==> src/rtl/acumulador_moedas.sv <==
// acumulador_moedas
//   Coin accumulator front-end for a vending machine. Sums coin pulses into a
//   4-bit total (saturating by rejection above 15), captures the product code
//   on confirmation (or 000 on cancel/timeout) and strobes a downstream
//   comparator for HOLD_CICLOS cycles, then clears and returns to idle.
//
// Ports
//   clk            in   system clock, rising edge
//   reset_n        in   asynchronous active-low reset
//   moeda1         in   pulse: 1-unit coin inserted
//   moeda2         in   pulse: 2-unit coin inserted
//   selecao[2:0]   in   product code, sampled on confirmar
//   confirmar      in   pulse: confirm purchase
//   cancelar       in   pulse: abort purchase
//   valorMoedas    out  registered coin total
//   valorProduto   out  registered product code
//   enable         out  comparator strobe, HOLD_CICLOS cycles per transaction
//   rejeitarMoeda  out  one-cycle pulse: coin of previous cycle refused
//   ocupado        out  high while comparing/waiting; coins refused
module acumulador_moedas #(
    parameter int unsigned TIMEOUT_CICLOS = 1000,
    parameter int unsigned HOLD_CICLOS    = 4
) (
    input  logic       clk,
    input  logic       reset_n,
    input  logic       moeda1,
    input  logic       moeda2,
    input  logic [2:0] selecao,
    input  logic       confirmar,
    input  logic       cancelar,
    output logic [3:0] valorMoedas,
    output logic [2:0] valorProduto,
    output logic       enable,
    output logic       rejeitarMoeda,
    output logic       ocupado
);

    localparam int unsigned TW = (TIMEOUT_CICLOS > 2) ? $clog2(TIMEOUT_CICLOS) : 1;
    localparam int unsigned HW = (HOLD_CICLOS > 2) ? $clog2(HOLD_CICLOS) : 1;
    localparam logic [TW-1:0] TIMER_MAX = TW'(TIMEOUT_CICLOS - 1);
    localparam logic [HW-1:0] HOLD_MAX  = HW'(HOLD_CICLOS - 1);

    typedef enum logic [1:0] {
        OCIOSO,
        COLETANDO,
        COMPARAR,
        ESPERA
    } estado_t;

    estado_t       state_q, state_d;
    logic [3:0]    valor_moedas_q, valor_moedas_d;
    logic [2:0]    valor_produto_q, valor_produto_d;
    logic          enable_q, enable_d;
    logic          rejeitar_q, rejeitar_d;
    logic          ocupado_q, ocupado_d;
    logic [TW-1:0] timer_q, timer_d;
    logic [HW-1:0] hold_q, hold_d;

    logic [4:0]    soma;
    logic [4:0]    total_novo;
    logic          tem_moeda;
    logic          aceita;
    logic          desiste;

    // Both coins of a cycle are judged together: if their combined value
    // would overflow the 4-bit total, neither is accepted.
    always_comb begin
        soma       = {4'b0, moeda1} + {3'b0, moeda2, 1'b0};
        total_novo = {1'b0, valor_moedas_q} + soma;
        tem_moeda  = moeda1 | moeda2;
        aceita     = tem_moeda && (total_novo <= 5'd15);
        desiste    = cancelar || (timer_q == TIMER_MAX);
    end

    always_comb begin
        state_d         = state_q;
        valor_moedas_d  = valor_moedas_q;
        valor_produto_d = valor_produto_q;
        timer_d         = timer_q;
        hold_d          = hold_q;
        enable_d        = 1'b0;
        rejeitar_d      = 1'b0;
        ocupado_d       = 1'b0;

        case (state_q)
            OCIOSO: begin
                if (aceita) begin
                    valor_moedas_d = total_novo[3:0];
                    timer_d        = '0;
                    state_d        = COLETANDO;
                end else begin
                    rejeitar_d = tem_moeda;
                end
            end

            COLETANDO: begin
                // A coin arriving with confirmar/cancelar is accounted first,
                // so the total presented already includes it.
                if (aceita) begin
                    valor_moedas_d = total_novo[3:0];
                end else begin
                    rejeitar_d = tem_moeda;
                end

                if (desiste || confirmar) begin
                    valor_produto_d = desiste ? 3'b000 : selecao;
                    hold_d          = '0;
                    enable_d        = 1'b1;
                    ocupado_d       = 1'b1;
                    state_d         = COMPARAR;
                end else if (aceita) begin
                    timer_d = '0;
                end else begin
                    timer_d = timer_q + TW'(1);
                end
            end

            COMPARAR: begin
                rejeitar_d = tem_moeda;
                ocupado_d  = 1'b1;
                if (hold_q == HOLD_MAX) begin
                    state_d = ESPERA;
                end else begin
                    hold_d   = hold_q + HW'(1);
                    enable_d = 1'b1;
                end
            end

            ESPERA: begin
                rejeitar_d      = tem_moeda;
                valor_moedas_d  = '0;
                valor_produto_d = '0;
                state_d         = OCIOSO;
            end

            default: begin
                state_d = OCIOSO;
            end
        endcase
    end

    always_ff @(posedge clk or negedge reset_n) begin
        if (!reset_n) begin
            state_q         <= OCIOSO;
            valor_moedas_q  <= '0;
            valor_produto_q <= '0;
            enable_q        <= 1'b0;
            rejeitar_q      <= 1'b0;
            ocupado_q       <= 1'b0;
            timer_q         <= '0;
            hold_q          <= '0;
        end else begin
            state_q         <= state_d;
            valor_moedas_q  <= valor_moedas_d;
            valor_produto_q <= valor_produto_d;
            enable_q        <= enable_d;
            rejeitar_q      <= rejeitar_d;
            ocupado_q       <= ocupado_d;
            timer_q         <= timer_d;
            hold_q          <= hold_d;
        end
    end

    assign valorMoedas   = valor_moedas_q;
    assign valorProduto  = valor_produto_q;
    assign enable        = enable_q;
    assign rejeitarMoeda = rejeitar_q;
    assign ocupado       = ocupado_q;

endmodule

==> config.mk <==
export PLATFORM = sky130hd
export DESIGN_NAME = acumulador_moedas
export DESIGN_NICKNAME = d
export VERILOG_FILES = /design/src/rtl/acumulador_moedas.sv
export SDC_FILE = /design/constraint.sdc
export NUM_CORES = 1
export LEC_CHECK = 0
export ABC_CLOCK_PERIOD_IN_PS = 2460
export CORE_MARGIN = 5
export CORE_UTILIZATION = 30
export CTS_BUF_LIST = sky130_fd_sc_hd__clkbuf_8
export DETAILED_ROUTE_END_ITERATION = 7
export GPL_TIMING_DRIVEN = 0
export HOLD_SLACK_MARGIN = 0.1
export SLEW_MARGIN = 20
export SYNTH_ARGS = -nofsm -noshare
export SYNTH_HDL_FRONTEND = slang
export SYNTH_SLANG_ARGS = --single-unit
==> constraint.sdc <==
create_clock -name clk -period 2.46 [get_ports clk]
set_clock_uncertainty 0.05 [all_clocks]
set_input_delay 0.492 -clock clk [delete_from_list [all_inputs] [get_ports clk]]
set_output_delay 0.492 -clock clk [all_outputs]
set_load 0.01 [all_outputs]
Word-level counts from Yosys, hierarchy flattened
Cells that the tools add are included.

operators by class
  reductions and logical operators = 15
  equal/unequal tests = 11
  add/subtract/negate cells = 4
  order comparisons = 1
  bitwise gates (word level) = 1
  multiplexer cells = 22

operator list
  kind                   number
  $mux 10                3
  $pmux 10 s2            1
  $add 10x1->10 const B  1
  $eq 10x10->1 const B   1
  $mux 2                 5
  $ne 2x2->1 const B     5
  $reduce_and 3->1       3
  $pmux 2 s4             1
  $pmux 4 s2             1
  $reduce_bool 2->1      4
  $eq 2x2->1 const B     3
  $mux 3                 2
  $pmux 1 s2             3
  $pmux 3 s2             1
  $add 4x3->5            1
  $le 5x4->1 const B     1
  $mux 4                 1
  $pmux 2 s2             1
  $reduce_and 2->1       2
  $reduce_or 2->1        2
  $add 1x2->3            1
  $mux 1                 3
  $add 2x1->2 const B    1
  $eq 2x1->1 const B     1
  other kinds (5)        6

storage, ports and cells
  flip-flop bits (word level) = 24
  word-level logic and storage cells = 62
  input bits = 9
  output and inout bits = 10

Longest topological paths before layout
  word-level depth = 7
  mapped depth = 7
  gate-level depth less buffers = 6

Least setup slack after synthesis
No wires, ideal clock.

  kind = input -> register
  from = input port moeda1
  to = register valor_moedas_q[3] (netlist: valorMoedas[3])
  stages on the path = 5
  data required time = 2.258 ns
  slack = 0.284 ns
  arrival time = 1.974 ns
  library setup time = 0.152 ns
  path buffers = 0
  path through = ha_1 -> fa_1 -> and3_1 -> o31ai_1 -> o221ai_1

between the ends
  longest elaborated chain between the ends = 6
  elaborated cells on any way between the ends = 9
  classes of those cells = add/sub (2); order compare (1); eq/ne (1); mux (2); bitwise (1); reduce/logical (2)

ends and longest elaborated chain
  element                     RTL line  source
  from (decl)                 26        input logic moeda1,
  $add 1x2->3                 68        soma = {4'b0, moeda1} + {3'b0, moeda2, 1'b0};
  $add 4x3->5                 69        total_novo = {1'b0, valor_moedas_q} + soma;
  $le 5x4->1                  71        aceita = tem_moeda && (total_novo <= 5'd15);
  $logic_and 1x1->1           71
  $ne 2x1->1 (no line)        --
  $reduce_and 2->1 (no line)  --
  to (signal assigned)        154       valor_moedas_q <= valor_moedas_d;
  to (decl)                   51        logic [3:0] valor_moedas_q, valor_moedas_d;

Several ways; a longest one is shown, not always the timed one. The select of a mux whose other input is x is not followed.
A chain may end at the register's enable or synchronous reset.

Worst setup path in the final report
  from = input port moeda1
  to = register valor_moedas_q[0] (netlist: valorMoedas[0])

The elaborated chain is that of the path after synthesis.

==> impl_metrics.yaml <==
floorplan:
  die_y_um: 80.5
  die_x_um: 80.5
  start_util_pct: 31.1
  core_um2: 4790
  num_rows: 25
  fp.dieArea_um2: 6480
  ios: 19
synth:
  synth_top_family_by_area: "compound AO/OA/AOI/OAI gates"
  synth_area_leaders: "dfrtp_1 40%, ha_1 7.6%, and3_1 6.3%"
  ys_top_cells_by_count: "24 x dfrtp_1, 15 x and3_1, 12 x o21ai_0, 9 x ha_1"
  yosys.area_share.simple_pct: 22.3
  synth-edff-count: 0
  synth-async-reset-ratio_pct: 100
  synth_compound_area_share_pct: 22.6
  yosys.area.top_type: "dfrtp_1"
  synth_seq_cells: 24
  syn_nets: 172
  avgSynthCellArea_um2: 9.74
  netlist_area_um2: 1490
  synth-xor-area-share_pct: 0
  yosysMostFrequentCell: "dfrtp_1"
  seq_area_frac_synth_pct: 40.3
  muxShareOfSynthArea_pct: 3.11
  synth_warnings: 0
  synthFlopType: "dfrtp_1"
  synthCells: 153
  yosys.area.top_type_share_pct: 40.3
  synthAdderAreaFrac_pct: 8.90
  ys_types: 42
cts:
  ctsLongestPathBuffers: 2
  cts_made_buffers: 3
  path_clk_slew_ns: 0.09
  htreeDepth: 1
  clkLatencyLatePin_ns: 0.28
  cts_setup_buffers: 0
  cts_root_buf: "clkbuf_8"
  cts.sinks: 24
  tritoncts: "built"
sta:
  drv_slew: 0
  post-route-period-util_pct: 93.3
  timing_hold_violations_final: 0
  worstMarginPinSlew_ns: 0.542
  slew-limit-headroom_pct: 63.5
  period_needed_ns: 2.29
  worst_slack_ns: 0.166
  whs_ns: 0.136
  rsz0062_at_grt: "no"
  max_freq_mhz: 436
  finalSetupViolations: 0
worst_setup_path:
  crit_arrival_ns: 2.44
  end_kind: "flip-flop"
  critPathRequiredTime_ns: 2.60
  startpoint: "moeda1"
  reg2reg_from: "state_q[1]"
  worstSetupStartpointType: "input pin"
  crit_fanout: 8
  worst-setup-path-type: "in2reg"
routing:
  wirelength_mm: 3.30
  first_iter_violations: 51
  num_vias: 1216
  wirelength_met1_mm: 1.61
  drtPass1Iterations: 4
  wl_per_cell_um: 13.6
  drc: 0
  via_per_inst: 5.02
  ant_nets: 0
  dr_wl_met3_um: 80
  met2_length_mm: 1.57
  top_layer: "met4"
flow_run:
  max_cap_violations: 0
cells_and_area:
  fin_util_pct: 38.9
  fillers: 469
  diodes: 0
  drive_above_1_share_pct: 10.9
  nets: 195
  postLayoutCellArea_um2: 1860
  syn_to_final_growth_pct: 24.9
global_route:
  grt_util_all_layers_pct: 11.8
  grt_max_degree: 25
  grt_pass1_vias: 1232
  antenna_found_initial: 0
  grt_pass1_wl_mm: 5.95
  grt.overflow.total: 0
power_and_ir_drop:
  vdd_drop_max_mv: 0.608
  p_per_area_nw_per_um2: 1020
  p_leak_nw: 0.821
place:
  placed_cell_area_um2: 1750
  routabilityCongestion: 0.756
  pre_cts_ws_ns: -0.634
  io_buffers: 18
  dp.final_hpwl_mm: 2.41
worst_hold_path:
  hp-class: "in2async"
outcome:
  outcome: "finished, final reports clean"
-- layer usage --
metal	track usage, %	vias up
li1	-	621
met1	16.4	580
met2	17.9	11
met3	2.47	4
met4	4.05	0
met5	0	-
-- cells in the final DEF, fill, tap and decap left out, drive strengths merged, types with 4 or more instances in the layout --
| cell type | n |
|---|---|
| nor2b | 5 |
| nor2 | 7 |
| o21ai | 12 |
| inv | 7 |
| nand2 | 8 |
| nand3 | 8 |
| clkdlybuf4s50 | 17 |
| ha | 9 |
| clkbuf | 6 |
| o22a | 6 |
| a21oi | 4 |
| and3 | 15 |
| dfrtp | 24 |
-- state kept, by name (all words and copies together) (netlist names) --
signal,flops
timer_q,10
hold_q,2
state_q,2
valorMoedas,4
rejeitarMoeda,1
enable,1
ocupado,1
valorProduto,3
-- cell families (layout without fill, tap and decap cells) --
family          after synthesis  count (layout)
fa+ha+maj                    10              10
mux                           4               4
simple gates                 60              60
flops                        24              24
buf+inv                      11              33
compound gates               44              44
-- final cells by class --
cell class	count	area, um^2	area share [%]
Clock buffer	3	41.3	2.22
Multi-Input combinational cell	118	888	47.7
Buffer	4	16.3	0.874
Timing Repair Buffer	18	175	9.41
Inverter	7	26.3	1.41
Tap cell	67	83.8	4.50
Clock inverter	1	30.0	1.61
Sequential cell	24	601	32.3
-- final timing paths --
| path | endpoint | slack [ns] | cells after the start |
|---|---|---|---|
| worst max-delay path | valorMoedas[0] | 0.17 | 7 |
| worst min-delay path | valorMoedas[1] | 0.14 | 1 |
| worst max register to register | valorProduto[0] | 0.38 | 5 |
| worst min register to register | valorProduto[2] | 0.47 | 1 |
| max in group asynchronous | rejeitarMoeda | 1.86 | 1 |
| min in group clk | valorProduto[2] | 0.47 | 1 |
-- through the flow --
stage	std cells	total power [mW]	setup TNS (ns)
2_1_floorplan	153	1.19	0
3_3_place_gp	238	1.51	-6.97
3_5_place_dp	238	1.51	-7.19
4_1_cts	242	1.90	0
5_1_grt	242	2.06	0
6_report	242	1.90	0
-- worst max-delay path, cell delays in order --
cell	delay [ns]
clkdlybuf4s50_1	0.45
ha_2	0.22
fa_2	0.37
and3_2	0.27
o31ai_4	0.40
nand3b_1	0.13
o21ai_0	0.10
-- report_power, final --
part	switching, mW	internal (mW)
combinational	0.488	0.444
clock	0.139	0.218
sequential	0.106	0.503
total	0.734	1.17
-- what timing repair did --
item,in CTS,in global routing
pin swaps,0,2
setup endpoints to repair,13,9
hold buffers,0,0
resized for setup,5,5
Power figures use the tool's default switching activity.
